<file path="config.mk">
export PLATFORM = sky130hd
export DESIGN_NAME = ase_umsg_scheduler
export DESIGN_NICKNAME = d
export VERILOG_FILES = /design/src/rtl/ase_umsg_scheduler.sv
export SDC_FILE = /design/constraint.sdc
export NUM_CORES = 1
export LEC_CHECK = 0
export CORE_MARGIN = 4
export CORE_UTILIZATION = 55
export DETAILED_ROUTE_END_ITERATION = 7
export GPL_TIMING_DRIVEN = 0
export MAX_ROUTING_LAYER = met4
export PLACE_DENSITY = 0.73
export SLEW_MARGIN = 20
export SYNTH_ARGS = -nofsm -noshare
export SYNTH_HDL_FRONTEND = slang
export SYNTH_SLANG_ARGS = --single-unit
</file>
<file path="constraint.sdc">
create_clock -name clk -period 5.3 [get_ports clk]
set_input_delay 0.53 -clock clk [delete_from_list [all_inputs] [get_ports clk]]
set_output_delay 0.53 -clock clk [all_outputs]
set_load 0.1 [all_outputs]
</file>
<file path="src/rtl/ase_umsg_scheduler.sv">
// UMsg scheduler: per-slot hint/data delay FSMs feeding one round-robin
// arbitrated Rx0 UMsg pulse output.
module ase_umsg_scheduler #(
    parameter int NUM_UMSG    = 8,
    parameter int TIMER_WIDTH = 8,
    parameter int HINT_DELAY  = 4,
    parameter int DATA_DELAY  = 8
) (
    input  logic                clk,
    input  logic                rst_n,
    input  logic                umsg_req_valid,
    input  logic [2:0]          umsg_req_id,
    input  logic [NUM_UMSG-1:0] umsg_hint_mask,
    input  logic                rx_ready,
    output logic                rx_umsg_valid,
    output logic                rx_umsg_type,
    output logic [5:0]          rx_umsg_id,
    output logic [NUM_UMSG-1:0] umsg_busy
);

    localparam int PTR_W = (NUM_UMSG > 1) ? $clog2(NUM_UMSG) : 1;
    localparam logic [TIMER_WIDTH-1:0] HINT_RELOAD = TIMER_WIDTH'(HINT_DELAY - 1);
    localparam logic [TIMER_WIDTH-1:0] DATA_RELOAD = TIMER_WIDTH'(DATA_DELAY - 1);

    typedef enum logic [2:0] {
        UMSG_IDLE,
        UMSG_HINT_WAIT,
        UMSG_SEND_HINT,
        UMSG_DATA_WAIT,
        UMSG_SEND_DATA
    } umsg_state_t;

    umsg_state_t            state_q [NUM_UMSG];
    umsg_state_t            state_d [NUM_UMSG];
    logic [TIMER_WIDTH-1:0] timer_q [NUM_UMSG];
    logic [TIMER_WIDTH-1:0] timer_d [NUM_UMSG];
    logic [NUM_UMSG-1:0]    req_hit;
    logic [NUM_UMSG-1:0]    gnt_hit;
    logic [PTR_W-1:0]       rr_ptr;
    logic                   grant_valid;
    logic [PTR_W-1:0]       grant_id;

    function automatic logic [PTR_W-1:0] rr_index(input logic [PTR_W-1:0] base,
                                                  input int unsigned off);
        return PTR_W'((32'(base) + off) % NUM_UMSG);
    endfunction

    // Round-robin search starting at rr_ptr; first eligible slot wins.
    always_comb begin
        grant_valid = 1'b0;
        grant_id    = '0;
        for (int unsigned i = 0; i < NUM_UMSG; i++) begin
            if (rx_ready && !grant_valid &&
                (state_q[rr_index(rr_ptr, i)] == UMSG_SEND_HINT ||
                 state_q[rr_index(rr_ptr, i)] == UMSG_SEND_DATA)) begin
                grant_valid = 1'b1;
                grant_id    = rr_index(rr_ptr, i);
            end
        end
    end

    always_comb begin
        req_hit = '0;
        gnt_hit = '0;
        for (int unsigned i = 0; i < NUM_UMSG; i++) begin
            req_hit[i] = umsg_req_valid && (32'(umsg_req_id) == i);
            gnt_hit[i] = grant_valid && (32'(grant_id) == i);
        end
    end

    always_comb begin
        for (int unsigned i = 0; i < NUM_UMSG; i++) begin
            state_d[i] = state_q[i];
            timer_d[i] = timer_q[i];
            case (state_q[i])
                UMSG_IDLE: begin
                    if (req_hit[i]) begin
                        if (umsg_hint_mask[i]) begin
                            state_d[i] = UMSG_HINT_WAIT;
                            timer_d[i] = HINT_RELOAD;
                        end else begin
                            state_d[i] = UMSG_DATA_WAIT;
                            timer_d[i] = DATA_RELOAD;
                        end
                    end
                end
                UMSG_HINT_WAIT: begin
                    if (timer_q[i] == '0) state_d[i] = UMSG_SEND_HINT;
                    else                  timer_d[i] = timer_q[i] - 1'b1;
                end
                UMSG_SEND_HINT: begin
                    if (gnt_hit[i]) begin
                        state_d[i] = UMSG_DATA_WAIT;
                        timer_d[i] = DATA_RELOAD;
                    end
                end
                UMSG_DATA_WAIT: begin
                    // A new write restarts the data deadline, even on the expiry edge.
                    if (req_hit[i])            timer_d[i] = DATA_RELOAD;
                    else if (timer_q[i] == '0) state_d[i] = UMSG_SEND_DATA;
                    else                       timer_d[i] = timer_q[i] - 1'b1;
                end
                UMSG_SEND_DATA: begin
                    if (gnt_hit[i]) begin
                        if (req_hit[i]) begin
                            state_d[i] = UMSG_DATA_WAIT;
                            timer_d[i] = DATA_RELOAD;
                        end else begin
                            state_d[i] = UMSG_IDLE;
                        end
                    end
                end
                default: begin
                    state_d[i] = UMSG_IDLE;
                    timer_d[i] = '0;
                end
            endcase
        end
    end

    always_ff @(posedge clk or negedge rst_n) begin
        if (!rst_n) begin
            for (int unsigned i = 0; i < NUM_UMSG; i++) begin
                state_q[i] <= UMSG_IDLE;
                timer_q[i] <= '0;
            end
        end else begin
            for (int unsigned i = 0; i < NUM_UMSG; i++) begin
                state_q[i] <= state_d[i];
                timer_q[i] <= timer_d[i];
            end
        end
    end

    always_ff @(posedge clk or negedge rst_n) begin
        if (!rst_n) begin
            rr_ptr        <= '0;
            rx_umsg_valid <= 1'b0;
            rx_umsg_type  <= 1'b0;
            rx_umsg_id    <= '0;
        end else begin
            rx_umsg_valid <= grant_valid;
            if (grant_valid) begin
                rr_ptr       <= rr_index(grant_id, 1);
                rx_umsg_type <= (state_q[grant_id] == UMSG_SEND_HINT);
                rx_umsg_id   <= 6'(grant_id);
            end
        end
    end

    always_comb begin
        umsg_busy = '0;
        for (int unsigned i = 0; i < NUM_UMSG; i++) begin
            umsg_busy[i] = (state_q[i] != UMSG_IDLE);
        end
    end

endmodule

</file>
# After elaboration in Yosys (flattened, before gate mapping)
# Cells that the tools add are included.
[word_totals]
reg_bits = 96
latchBits = 0
mem_bits_rw = 0
mem_bits_ro = 0
in_bits = 15
out_inout_bits = 16
word_cells = 440
mem_count = 0
[op_classes]
add_sub_neg = 16
n_mul = 0
div_mod_pow = 0
n_lt_le_gt_ge = 9
eq_ne = 119
shift = 0
muxes = 179
bitwise = 9
n_reduce_logical = 88
[ops]
columns = ["cell", "count"]
rows = [
  ["8-bit two-way mux", 48],
  ["8-bit one-hot mux with 5 select lines", 8],
  ["3-bit two-way mux", 82],
  ["3-bit one-hot mux with 5 select lines", 8],
  ["2-bit inequality test (second input constant)", 56],
  ["3-bit by 2-bit == test with 1-bit output (second input constant)", 29],
  ["3-bit binary-select mux with 3-bit select", 9],
  ["3-bit == test (second input constant)", 24],
  ["8-bit zero test", 8],
  ["8-bit by 1-bit subtractor with 8-bit output (second input constant)", 8],
  ["6-bit AND reduction", 8],
  ["4-bit >= comparator (second input constant)", 9],
  ["3-bit NOT with 4-bit output", 9],
  ["2-bit two-way mux", 16],
  ["4-bit AND reduction", 8],
  ["1-bit logical AND", 31],
  ["3-bit by 1-bit == test with 1-bit output (second input constant)", 10],
  ["3-bit zero test", 10],
  ["3-bit nonzero test", 8],
  ["3-bit adder (second input constant)", 4],
  ["1-bit logical OR", 8],
  ["1-bit two-way mux", 8],
  ["1-bit zero test", 7],
  ["3-bit by 1-bit adder with 3-bit output (second input constant)", 2],
  ["3-bit by 2-bit adder with 3-bit output (second input constant)", 2],
]

# Logic depth before layout (Yosys ltp)
# Gate-level depths: netlist of run 1.
[logic_depth]
ltp_word = 41
depth_mapped = 21
mapped_depth_nobuf = 18

# Least setup slack after synthesis of run 1
# No wires, ideal clock.
[synth_timing]
path_kind = "reg-to-reg"
startpoint = "reg rr_ptr[0]"
endpoint = "reg timer_q[59] (netlist bit)"
setup_time_ps = 124
t_arrival_ps = 4439
required_ps = 5176
path_slack_ps = 738
path_stages_with_launch = 20
cell_sequence = "dfrtp_1 -> buf_2 -> inv_1 -> ha_1 -> buf_4 -> or2_2 -> o221ai_1 -> a21oi_1 -> nor2_1 -> a2111o_1 -> o22ai_1 -> o21ai_1 -> ha_1 -> buf_2 -> inv_1 -> a2111oi_0 -> o31ai_1 -> and3b_1 -> buf_2 -> o31a_1"
[synth_via]
elab_chain_cells = 40
elab_cells_between_ends = 106
cone_classes = "add/sub: 7; eq/ne: 18; mux: 40; bitwise: 8; reduce/logical: 33"
[synth_rtl]
columns = ["element", "line", "rtl"]
rows = [
  ["start, declared", "39", "logic [PTR_W-1:0] rr_ptr;"],
  ["start signal, assigned", "144", "rr_ptr <= rr_index(grant_id, 1);"],
  ["branches (longest 37 deep; another with 3-bit by 1-bit adder with 3-bit output)", "-", ""],
  ["1-bit logical AND *", "67", "gnt_hit[i] = grant_valid && (32'(grant_id) == i);"],
  ["2-bit inequality test (no source line)", "-", ""],
  ["4-bit AND reduction (no source line) *", "-", ""],
  ["end signal, assigned by index", "130", "timer_q[i] <= timer_d[i];"],
  ["end, declared", "35", "logic [TIMER_WIDTH-1:0] timer_q [NUM_UMSG];"],
]
# Mark *: on every way between the ends. The select of a mux whose other input is x is not followed.
# A chain may end at the register's enable or synchronous reset.

# Worst setup path after layout of run 1
[layout_timing]
startpoint = "reg rr_ptr[1]"
endpoint = "reg timer_q[6] (netlist bit)"
[layout_via]
elab_chain_cells = 40
elab_cells_between_ends = 106
cone_classes = "add/sub: 7; eq/ne: 19; mux: 40; bitwise: 8; reduce/logical: 32"
[layout_rtl]
columns = ["element", "line"]
rows = [
  ["branches (longest 37 deep; another with 3-bit by 1-bit adder with 3-bit output)", "-"],
  ["1-bit logical AND *", "67"],
  ["2-bit inequality test (no source line)", "-"],
  ["4-bit AND reduction (no source line) *", "-"],
]
# Marks and branches as above.

==> impl_metrics.toml, run 1 <==
[outcome]
status = "finished, final reports clean"

[floorplanning]
die-area_mm2 = 0.01614
fp-row-count = 43
fp.coreArea_mm2 = 0.01388
ioPinCount = 31
fp.dieW_um = 127.1
start_util = 0.5616
die_h_um = 127.1

[drt]
first_pass_iters = 5
vias = 7669
drc = 0
via_per_inst = 6.302
postRouteWirelength_um = 21040
ant_nets = 0
drt-initial-drc-count = 742
wire_per_inst_um = 17.29

[clock_tree]
htreeDepth = 3
numCtsBuffers = 9
clock_sink_count = 96
cts_tree = "built"
clk_transition_reported_paths_ns = 0.07
clock_latency_ns = 0.36
cts.path.max_buffers = 2
cts_root_buffer = "clkbuf_16"

[setup_path]
cp.required_ns = 5.59
crit_family = "compound AO/OA/AOI/OAI gates"
critical_path.max_fanout = 10
r2r_start = "rr_ptr[1]"
critPathArrivalTime_ns = 5.46
cp_cell_sequence = "buf_2 > inv_1 > ha_1 > buf_4 > nor2_1 > a221o_1 > a21oi_2 > nor2_4 > a2111o_1 > buf_4 > a211oi_4 > a21o_1 > nand2_1 > inv_1 > ha_1 > o41ai_1 > a22oi_2 > nor2_2 > or3_1 > a21oi_1"
cp_slowest_cell = "dfrtp_1"
reg2reg_to = "timer_q[6]"
crit_path_end_kind = "flop"
r2r_slack_ns = 0.13
worstRegToRegCells = 20
worstSetupPathType = "reg -> reg"
critPathLaunchType = "flop"
worst_path_largest_cell_delay_ns = 0.45
critPathBufInv = 5

[timing]
setup_viol = 0
hold_viol_final = 0
layout_setup_ws_ns = 0.1279
finalCritPeriodShare = 0.9759
maxSlewViolCount = 0
worst-slew-pin-transition_ns = 0.9782
finClkSkew_ns = 0.009259
fmax_ghz = 0.1933
fin_crit_ns = 5.172
slew_headroom = 0.3458

[final_layout]
n_antenna_cell = 0
fin_cells = 1217
layout.nets = 1070
layout-drive-gt1-share = 0.1244
area_growth_syn_to_layout_pct = 14.30
postLayoutCoreUtil = 0.6419
final_area_mm2 = 0.008910

[yosys]
yosysWarnings = 0
yosysUniqueCellTypes = 89
seq_area_frac_synth = 0.3082
synthesis.area_mm2 = 0.007795
synth_cells = 975
ys_seq_elements = 96
syn_avg_cell_area_um2 = 7.995
ys.flop_type = "dfrtp_1"
synth_edf_count = 0
async_reset_ff_frac = 1.000

[global_routing]
grt_start_max_net_pins = 63
grt_use_met3 = 0.03972
overflow = 0
busiest_layer = "met2"
grt_pass1_vias = 6847
grt_pass1_wl_um = 34560
met2_usage = 0.4038
antenna_found_initial = 0
met1_usage = 0.3751
grt.total_usage = 0.2683

[place]
placed_area_mm2 = 0.008307
portBuffers = 25
place_ws_ns = -0.3976
placed_cells = 1183
place_congestion = 1.008
dp_hpwl_um = 15210

[min_path]
hold_path_class = "in -> async"

[run]
cap_violations = 0
-- logic make-up after synthesis --
group / synth area share
multiplexers: 0.01814
buffers and inverters: 0.06356
AO/OA/AOI/OAI: 0.2846
adder cells (fa/ha/maj): 0.03692
other: 0.0004811
XOR/XNOR: 0.04045
AND/OR/NAND/NOR: 0.2477
flip-flops: 0.3082
-- flip-flops by register name, indices dropped and copies added, names as in the netlist --
register       flops
rx_umsg_id         3
rr_ptr             3
rx_umsg_valid      1
rx_umsg_type       1
state_q           24
timer_q           64
-- synthesized netlist by cell type (all sizes together), types with 19 or more instances --
cell type,count,area [µm²]
nor3,37,201.5
nor2,91,341.6
buf,27,180.2
dfrtp,96,2402
nand2b,20,125.1
o21ai,83,419.2
a31oi,19,118.9
nand2,112,420.4
inv,56,210.2
nand3,35,175.2
a21oi,59,295.3
clkbuf,28,105.1
ha,23,287.8
-- what timing repair did --
| item | CTS | global route |
|---|---|---|
| endpoints found under the setup margin | 39 | 58 |
| buffers inserted | 0 | 18 |
| pin swaps | 2 | 8 |
| hold buffers | 0 | 0 |
| resized for setup | 13 | 18 |
-- cell type report --
type                    instances  area [µm²]
repair buffers                 44       414.1
fillers                      1240        4971
clock inverters                 5       60.06
clock buffers                  11       252.7
inverters                      56       210.2
multi-input cells             770        5057
plain buffers                  55       287.8
flip-flops and latches         96        2402
well taps                     180       225.2
-- through the flow --
stage | hold WS [ns] | setup TNS [ns]
after detailed placement | 0.4521 | -7.904
final | 0.05185 | 0
after floorplan | 0.2344 | 0
after global placement | 0.4644 | -20.76
after global routing | 0.08478 | -0.2859
after CTS | 0.07082 | -0.02695
-- per-layer routing --
layer  routed length, µm  vias to the layer above
li1                    -                     3732
met4                 567                        0
met1                9592                     3610
met2                9574                      284
met3                1302                       43
met5                   0                        -
-- cells in the final DEF (no fill, tap or decap), types with 10 or more instances in the layout --
master	synthesis	final
a31oi_1	19	19
xor2_1	10	10
or3_1	10	10
nand3_1	35	34
clkdlybuf4s50_1	0	24
a21oi_1	59	57
nor4_1	10	10
nand2b_1	20	20
o31ai_1	13	13
inv_1	55	54
ha_1	23	22
nor3_1	35	35
nand2_1	112	112
or2_2	10	10
buf_2	15	14
o21ai_0	79	79
nor2b_1	15	15
buf_4	8	26
clkbuf_1	28	28
nor2_1	91	89
dfrtp_1	96	96
nand4_1	11	11
-- worst max-delay path by stage --
stage / from / endpoint / slack (ns) / depth (start not counted)
after floorplan: rr_ptr[0] / timer_q[59] / 0.74 / 19
after global placement: rr_ptr[0] / timer_q[49] / -0.50 / 18
after detailed placement: rr_ptr[0] / timer_q[49] / -0.40 / 18
after CTS: rr_ptr[0] / timer_q[49] / -0.03 / 17
after global routing: rr_ptr[1] / timer_q[7] / -0.07 / 21
final: rr_ptr[1] / timer_q[6] / 0.13 / 20
Power of run 1 is not shown: default switching activity piles up to over one toggle a cycle in this logic, so the estimate is an artifact.
==> inputs of run 2 (changes only) <==
--- a/config.mk
+++ b/config.mk
@@ -5,12 +5,14 @@
 export SDC_FILE = /design/constraint.sdc
 export NUM_CORES = 1
 export LEC_CHECK = 0
+export CELL_PAD_IN_SITES_DETAIL_PLACEMENT = 1
+export CELL_PAD_IN_SITES_GLOBAL_PLACEMENT = 2
 export CORE_MARGIN = 4
-export CORE_UTILIZATION = 55
+export CORE_UTILIZATION = 38
 export DETAILED_ROUTE_END_ITERATION = 7
 export GPL_TIMING_DRIVEN = 0
 export MAX_ROUTING_LAYER = met4
-export PLACE_DENSITY = 0.73
+export PLACE_DENSITY_LB_ADDON = 0.1
 export SLEW_MARGIN = 20
 export SYNTH_ARGS = -nofsm -noshare
 export SYNTH_HDL_FRONTEND = slang
==> run 2 against run 1 <==
  * Worst hold slack got worse by 0.033 ns
  * Sequential share of layout area barely moved
  * Design area barely moved
  * Non-clock buffer count fell by 6
  * Critical path depth rose by 1
  * First-iteration DRC count fell by 43%
  * Via count fell by 1.4%
  * Count of clock-buffer cells in the layout fell by 1
  * Clock skew rose by 0.0077 ns
  * Global-route usage fell by 3.8 points
  * Setup slack improved by 0.090 ns
  * Highest routed layer unchanged
==> impl_metrics.toml, run 2 (synthesis gave the netlist of run 1 again) <==
[clock_tree]
clock_sink_count = 96
cts.path.max_buffers = 2
cts_tree = "built"
ctsHoldBuffers = 0
clock_latency_ns = 0.37
clk_transition_reported_paths_ns = 0.07
htreeDepth = 3
cts_root_buffer = "clkbuf_16"
numCtsBuffers = 9

[setup_path]
crit_top_cell = "buf_4"
r2r_start = "rr_ptr[0]"
crit_path_end_kind = "flop"
cp-startpoint = "rr_ptr[0]"
worst_path_largest_cell_delay_ns = 0.48
cp_slowest_cell = "a2111o_1"
worstSetupPathType = "reg -> reg"
cp.required_ns = 5.55
cp_cell_sequence = "clkbuf_4 > inv_1 > ha_2 > buf_4 > nor2_1 > a221o_1 > a21oi_2 > nor2_4 > a2111o_1 > buf_4 > or4_4 > buf_6 > nand2_1 > inv_1 > ha_1 > o41ai_1 > a22oi_2 > buf_4 > o211ai_1 > xor2_1 > nor2_1"
critPathLaunchType = "flop"
critPathArrivalTime_ns = 5.33
critical_path.max_fanout = 10

[global_routing]
overflow = 0
grt_pass1_vias = 7709
antenna_found_initial = 0
grt.total_usage = 0.2301
grt_pass1_wl_um = 40970
grt_start_max_net_pins = 72

[place]
place_congestion = 0.9248
dp_hpwl_um = 18510
portBuffers = 25
placed_cells = 1273

[outcome]
status = "finished, final reports clean"

[min_path]
hold_path_class = "in -> async"

[final_layout]
fin_cells = 1301
n_antenna_cell = 0
layout_common_cells = "112 x nand2_1, 95 x dfrtp_1, 89 x nor2_1, 79 x o21ai_0, 56 x a21oi_1"
layout-drive-gt1-share = 0.1164
largest_registers = "timer_q: 64 flops, state_q: 24 flops"
final_common_cell = "nand2_1"
area_growth_syn_to_layout_pct = 14.35
fillers = 2475
largest_reg_flops = 64
layout.nets = 1064
regMostFlops = "timer_q"

[floorplanning]
fp.dieW_um = 151.2
ioPinCount = 31
fp.coreArea_mm2 = 0.02023
fp-row-count = 52
die_h_um = 151.2
start_util = 0.3852
die-area_mm2 = 0.02287

[drt]
first_pass_iters = 4
via_per_inst = 5.812
drt-initial-drc-count = 421
vias = 7562
wire_per_inst_um = 18.88
drc = 0
ant_nets = 0
postRouteWirelength_um = 24570

[timing]
grt_setup_unrepaired = "yes"
whs_ns = 0.01905
setup_viol = 0
hold_viol_final = 0
slew_headroom = 0.3407
finClkSkew_ns = 0.01694
maxSlewViolCount = 0
finalCritPeriodShare = 0.9588
fin_crit_ns = 5.082
setup-tns-final_ns = 0
fmax_ghz = 0.1968
worst-slew-pin-transition_ns = 0.9859

[run]
cap_violations = 0
[run 2: cell types whose count changed in the layout (fill, tap and decap cells not counted), moves of 2 or more]
| cell | before | now |
|---|---|---|
| buf_4 | 26 | 20 |
| inv_8 | 0 | 2 |
| o32ai_1 | 2 | 6 |
| o32ai_2 | 6 | 2 |
| clkinv_4 | 0 | 2 |
[run 2: cell type report]
cell class / instances / area [µm²] / share of cell area
timing repair buffer: 38 / 369.1 / 0.04141
multi-input combinational: 770 / 5005 / 0.5615
buffer: 55 / 291.5 / 0.03271
tap: 270 / 337.8 / 0.03790
inverter: 56 / 210.2 / 0.02358
clock inverter: 6 / 57.56 / 0.006457
sequential: 96 / 2404 / 0.2697
clock buffer: 10 / 239.0 / 0.02681
[run 2: per-stage QoR]
step	area, µm²	setup slack, ns	utilization
2_1_floorplan	7802	0.7376	-
3_3_place_gp	8391	-0.7846	0.4147
3_5_place_dp	8419	-0.7782	0.4161
4_1_cts	8860	0.0001026	0.4379
5_1_grt	8914	-0.01143	0.4405
6_report	8914	0.2183	0.4405
[run 2: worst paths after layout]
check / end / slack [ns] / cells after the start
setup / recovery: timer_q[7] / 0.22 / 21
hold / removal: timer_q[57] / 0.02 / 1
setup reg to reg: timer_q[7] / 0.22 / 21
hold reg to reg: timer_q[46] / 0.48 / 1
max in group asynchronous: rr_ptr[1] / 4.57 / 2
min in group clk: timer_q[46] / 0.48 / 1
[run 2: worst max-delay path, delay by kind of cell (launching register included)]
kind	cells	cell delay, ns
compound gates	6	1.49
xor+xnor	1	0.17
fa+ha+maj	2	0.72
buf+inv	7	1.35
flops	1	0.43
simple gates	5	0.79
[run 2: what timing repair did]
action,in CTS,in global routing
setup endpoints to repair,69,59
endpoints found under the hold margin,0,0
gates resized for setup,20,8
gates cloned,0,0
setup buffers,8,4
pin swaps,6,4
[run 2: routing by layer]
metal / global-route usage / wire, µm / up-vias
li1: - / - / 3703
met2: 0.3621 / 11430 / 107
met4: 0.06074 / 417 / 0
met5: - / 0 / -
met1: 0.3196 / 12120 / 3725
met3: 0.02035 / 602 / 27
Power of run 2 is left out for the same reason.
==> inputs of run 3 (changes only) <==
--- a/config.mk
+++ b/config.mk
@@ -5,15 +5,16 @@
 export SDC_FILE = /design/constraint.sdc
 export NUM_CORES = 1
 export LEC_CHECK = 0
+export CAP_MARGIN = 20
 export CELL_PAD_IN_SITES_DETAIL_PLACEMENT = 1
 export CELL_PAD_IN_SITES_GLOBAL_PLACEMENT = 2
 export CORE_MARGIN = 4
 export CORE_UTILIZATION = 38
+export CTS_BUF_LIST = sky130_fd_sc_hd__clkbuf_16
 export DETAILED_ROUTE_END_ITERATION = 7
 export GPL_TIMING_DRIVEN = 0
 export MAX_ROUTING_LAYER = met4
 export PLACE_DENSITY_LB_ADDON = 0.1
-export SLEW_MARGIN = 20
 export SYNTH_ARGS = -nofsm -noshare
 export SYNTH_HDL_FRONTEND = slang
 export SYNTH_SLANG_ARGS = --single-unit
==> run 3 against run 2 <==
  * Design area grew 0.42%
  * Wire length up 1.2%
  * Setup slack gained 0.00096 ns
  * Register-to-register slack hardly changed
  * Clock skew decreased by 0.0061 ns
  * Utilization rose by 0.19 points
  * Sequential cell count stayed put
  * Critical path type unchanged
  * Sequential share of layout area decreased by 0.11 points
  * Critical endpoint unchanged
==> impl_metrics.toml, run 3 (synthesis gave the netlist of run 1 again) <==
[outcome]
status = "finished, final reports clean"

[drt]
drc = 0
via_per_inst = 5.839
ant_nets = 0
vias = 7597
postRouteWirelength_um = 24870
drt-initial-drc-count = 366
wire_per_inst_um = 19.12
first_pass_iters = 5

[floorplanning]
ioPinCount = 31
die-area_mm2 = 0.02287
fp.dieW_um = 151.2
fp-row-count = 52
start_util = 0.3852
die_h_um = 151.2
fp.coreArea_mm2 = 0.02023

[global_routing]
grt_pass1_vias = 7749
antenna_found_initial = 0
grt_pass1_wl_um = 41020
grt_start_max_net_pins = 63
overflow = 0
grt.total_usage = 0.2300

[setup_path]
crit_path_end_kind = "flop"
cp.required_ns = 5.54
critPathLaunchType = "flop"
critPathArrivalTime_ns = 5.32
critical_path.max_fanout = 10
worstSetupPathType = "reg -> reg"
r2r_slack_ns = 0.22

[clock_tree]
cts.path.max_buffers = 2
cts_tree = "built"
numCtsBuffers = 9
clock_sink_count = 96
htreeDepth = 3
ctsHoldBuffers = 0
cts_root_buffer = "clkbuf_16"
clk_transition_reported_paths_ns = 0.08
clock_latency_ns = 0.36

[final_layout]
largest_registers = "timer_q: 64 flops, state_q: 24 flops"
layout-drive-gt1-share = 0.1212
area_growth_syn_to_layout_pct = 14.83
layout.nets = 1064
layout_common_cells = "112 x nand2_1, 95 x dfrtp_1, 89 x nor2_1, 79 x o21ai_0, 56 x a21oi_1"
n_antenna_cell = 0
final_common_cell = "nand2_1"
regMostFlops = "timer_q"
largest_reg_flops = 64

[timing]
finalCritPeriodShare = 0.9586
maxSlewViolCount = 0
slew_headroom = 0.3400
hold_viol_final = 0
worst-slew-pin-transition_ns = 0.9870
finClkSkew_ns = 0.01079
setup_viol = 0
fin_crit_ns = 5.081
whs_ns = 0.1401
fmax_ghz = 0.1968
grt_setup_unrepaired = "no"

[place]
place_congestion = 0.9248
dp_hpwl_um = 18480
portBuffers = 25

[run]
cap_violations = 0

[min_path]
hold_path_class = "in -> async"
run 3: changes by cell type in the layout (fill, tap and decap cells not counted), sizes merged:
cell    change
clkinv      +3
buf         +1
clkbuf      -2
inv         -2
run 3: through the flow:
stage	util	TNS, ns	setup WS (ns)	std cells	cell area, µm²
floorplan	-	0	0.7376	977	7802
detailed placement	0.4159	-23.80	-0.7522	1273	8416
finish	0.4424	0	0.2193	1301	8951
global route	0.4424	0	0.01337	1301	8951
global placement	0.4147	-67.13	-0.7846	1272	8391
CTS	0.4374	0	0.01466	1297	8850
run 3: path summary, 6_finish.rpt:
path | from | end | cells after the start
worst max-delay path | rr_ptr[0] | timer_q[7] | 20
worst min-delay path | rst_n | timer_q[5] | 1
worst max register to register | rr_ptr[0] | timer_q[7] | 20
worst min register to register | timer_q[46] | timer_q[46] | 1
max in group asynchronous | rst_n | rr_ptr[1] | 2
min in group clk | timer_q[46] | timer_q[46] | 1
run 3: layout make-up:
| type | instances | area [µm²] |
|---|---|---|
| plain buffers | 54 | 287.8 |
| clock buffers | 9 | 225.2 |
| clock inverters | 7 | 66.31 |
| fillers | 2497 | 11280 |
| inverters | 56 | 210.2 |
| multi-input cells | 770 | 5047 |
| flip-flops and latches | 96 | 2404 |
| well taps | 270 | 337.8 |
| repair buffers | 39 | 372.9 |
run 3: worst max-delay path: stages, from the launching register on:
cell,delay (ns)
dfrtp_1,0.44
clkbuf_4,0.23
inv_1,0.23
ha_2,0.37
buf_4,0.20
or2_2,0.29
o221ai_1,0.36
a21oi_2,0.14
o211ai_1,0.26
o221ai_1,0.15
a32o_1,0.41
a21o_2,0.34
nand2_1,0.16
inv_1,0.18
ha_1,0.28
o41ai_1,0.12
a22oi_2,0.19
buf_4,0.19
o211ai_1,0.19
xor2_1,0.17
nor2_1,0.05
run 3: metal layers:
layer / global-route usage / share of wire / up-vias
met4: 0.06528 / 0.016 / 0
met5: - / 0 / -
li1: - / - / 3712
met2: 0.3643 / 0.47 / 128
met3: 0.02364 / 0.031 / 28
met1: 0.3137 / 0.49 / 3729
run 3: timing repair:
action	4_1_cts	5_1_grt
pin swaps	5	3
buffers inserted	8	5
resized for setup	19	16
gates cloned	0	0
endpoints found under the setup margin	64	58
Power of run 3 is left out for the same reason.
==> RTL edit: new RTL, settings of run 3 <==
`TIMER_WIDTH`: 8 -> 6.
--- a/src/rtl/ase_umsg_scheduler.sv
+++ b/src/rtl/ase_umsg_scheduler.sv
@@ -2,7 +2,7 @@
 // arbitrated Rx0 UMsg pulse output.
 module ase_umsg_scheduler #(
     parameter int NUM_UMSG    = 8,
-    parameter int TIMER_WIDTH = 8,
+    parameter int TIMER_WIDTH = 6,
     parameter int HINT_DELAY  = 4,
     parameter int DATA_DELAY  = 8
 ) (
Check against the original RTL: not settled (the Yosys comparison gave no result); the edit may change what the design does.
==> RTL edit against run 3 <==
Sequential cell count shrank 16. Synthesized area fell by 13%. Wire length is 11% lower. Critical path depth decreased by 3. Via count down 13%. Design area fell by 15%. Sequential share of layout area decreased by 0.67 points. Clock skew fell by 0.00092 ns. Setup slack gained 0.12 ns. First-iteration DRC count up 9.0%.
Power is left out: the tool's default activity adds up to more than one toggle a clock period on the data nets, which glitch-free logic cannot reach.
==> RTL edit: results (changes against run 3) <==
Global routing
The initial antenna violation count is 0 (unchanged). The maximum number of pins on one net before global-route repair is 46 (-27%). The number of global-route vias before repair is 6749 (-13%).

The residual overflow from global routing is 0 (unchanged). The overall fraction of global-route tracks in use is 23.3% (+0.28 points). The first-pass GRT wire length was 36600 µm (-11%).

Routing
The average wire length per cell after detail routing was 20.2 µm (+5.5%). The ratio of routed vias to standard cells is 6.04 (+3.4%). The DRC violation total after the first TritonRoute iteration is 399 (+9.0%).

The total iterations of the first detailed-routing run is 5 (unchanged).

Logic synthesis
The compound-gate portion of the synthesized area came to 29.9% (+1.5 points). The mux cell area share after synthesis is 2.71% (+0.90 points). The share of synthesized area occupied by flip-flops and latches is 29.5% (-1.3 points). After synthesis, the most frequently instantiated cells are 92 x nand2_1, 83 x nor2_1, 80 x dfrtp_1. After synthesis, the cell types taking the most area are dfrtp_1 30%, nand2_1 5.1%, nor2_1 4.6%. The area share of xor/xnor cells in the synthesized design is 3.95% (-0.094 points). The number of synthesis warnings is 0 (unchanged). The number of unique standard cell types used by synthesis is 102 (+15%). The adder and majority cell fraction of the synthesized area is 3.51% (-0.18 points).

The share of synthesized flip-flops with an asynchronous set or reset is 100% (unchanged). Among all flip-flop cells after synthesis, the most frequent one is dfrtp_1. The post-synthesis average cell area is 8.23 µm² (+2.9%).

Setup path
The kind of cell with the highest combined delay along the critical path is compound AO/OA/AOI/OAI gates. The worst endpoint data arrival time came to 5.20 ns (-0.12 ns). The register-to-register path setup slack is 0.34 ns (+0.12 ns). The largest stage delay on the critical path is 0.40 ns (-0.04 ns). The largest fanout on the critical path came to 10 (unchanged). The cell with the largest stage delay on the worst path is clkbuf_1.

The depth of the most critical reg-to-reg path came to 17 (-15%). The endpoint identified for the worst register-to-register timing path is timer_q[0]. The beginning of the worst register-to-register path is rr_ptr[1].

Clock tree
The clock transition at the registers of the reported paths is 0.06 ns (-0.02 ns). The count of buffers added by post-CTS timing repair for setup is 0 (-8). The clock insertion delay at the later pin of the skew report is 0.36 ns (about the same).

The number of buffers created by CTS was 9 (unchanged). The clock tree root driver cell is clkbuf_16. The maximum number of buffers from clock root to sink came to 2 (unchanged). The number of H-tree branching levels is 3 (unchanged).

Place
The routability-driven placement congestion ratio was 0.975 (+5.4%). The half-perimeter wire length after placement was 17000 µm (-8.0%). The post-placement cell area came to 7360 µm² (-13%).

The worst setup slack before clock tree synthesis is 0.330 ns (+1.08 ns). The count of buffers inserted at the top-level ports is 26 (+4.0%).

STA
The slew at the pin with the worst max-slew slack was 0.993 ns (+0.00589 ns). The final worst hold slack came to 0.146 ns (+0.00616 ns). The final clock skew was 0.00987 ns (-0.000915 ns).

Worst hold path
In this run the worst hold path is classified as input pin to async pin.

Finish
The final cell count without fillers is 1093 (-16%). The net total in the final layout is 898 (-16%). The largest registers in the layout are timer_q (48), state_q (24). The antenna diode count is 0 (unchanged). The proportion of layout cells with a drive suffix above 1 is 10.7% (-1.4 points).

Outcome
The flow ran to the end, and the final reports show no timing, DRC or antenna violations.
-- RTL edit: cell types whose count changed after synthesis, sizes merged, moves of 9 or more --
cell / before / now
inv: 56 / 39
buf: 27 / 17
o21ai: 83 / 58
dfrtp: 96 / 80
a21oi: 59 / 50
nand3: 35 / 22
nand2: 112 / 93
-- RTL edit: per-layer routing --
| metal | part of all wire (%) | track usage, % | up-vias |
|---|---|---|---|
| met5 | 0 | - | - |
| met4 | 2.9 | 7.42 | 0 |
| met3 | 3.7 | 3.51 | 40 |
| met2 | 47 | 36.6 | 128 |
| met1 | 47 | 31.1 | 3309 |
| li1 | - | - | 3120 |
-- RTL edit: cell type report --
class	instances	area (µm²)
Tap cell	225	282
Sequential cell	80	2000
Timing Repair Buffer	27	285
Buffer	39	214
Clock buffer	9	225
Multi-Input combinational cell	668	4430
Fill cell	2107	9770
Inverter	39	149
Clock inverter	6	62.6
-- RTL edit: repair_timing --
action | in CTS | in global routing
gates resized for setup | 0 | 1
setup endpoints to repair | 0 | 6
hold buffers | 0 | 0
-- RTL edit: cells by family after synthesis --
logic type | count (synthesis)
flops | 80
other cells | 1
xor+xnor | 25
simple gates | 336
mux | 12
buf+inv | 78
compound gates | 273
fa+ha+maj | 19
-- RTL edit: worst max-delay path by stage --
stage               from          to  slack [ns]  cells after the start
6_report       rr_ptr[1]  timer_q[0]        0.34                     17
5_1_grt        rr_ptr[1]  timer_q[0]       0.003                     17
4_1_cts        rr_ptr[1]  timer_q[0]        0.29                     17
3_5_place_dp   rr_ptr[1]  timer_q[0]        0.33                     17
3_3_place_gp   rr_ptr[1]  timer_q[0]        0.30                     17
2_1_floorplan  rr_ptr[1]  timer_q[0]        1.49                     18
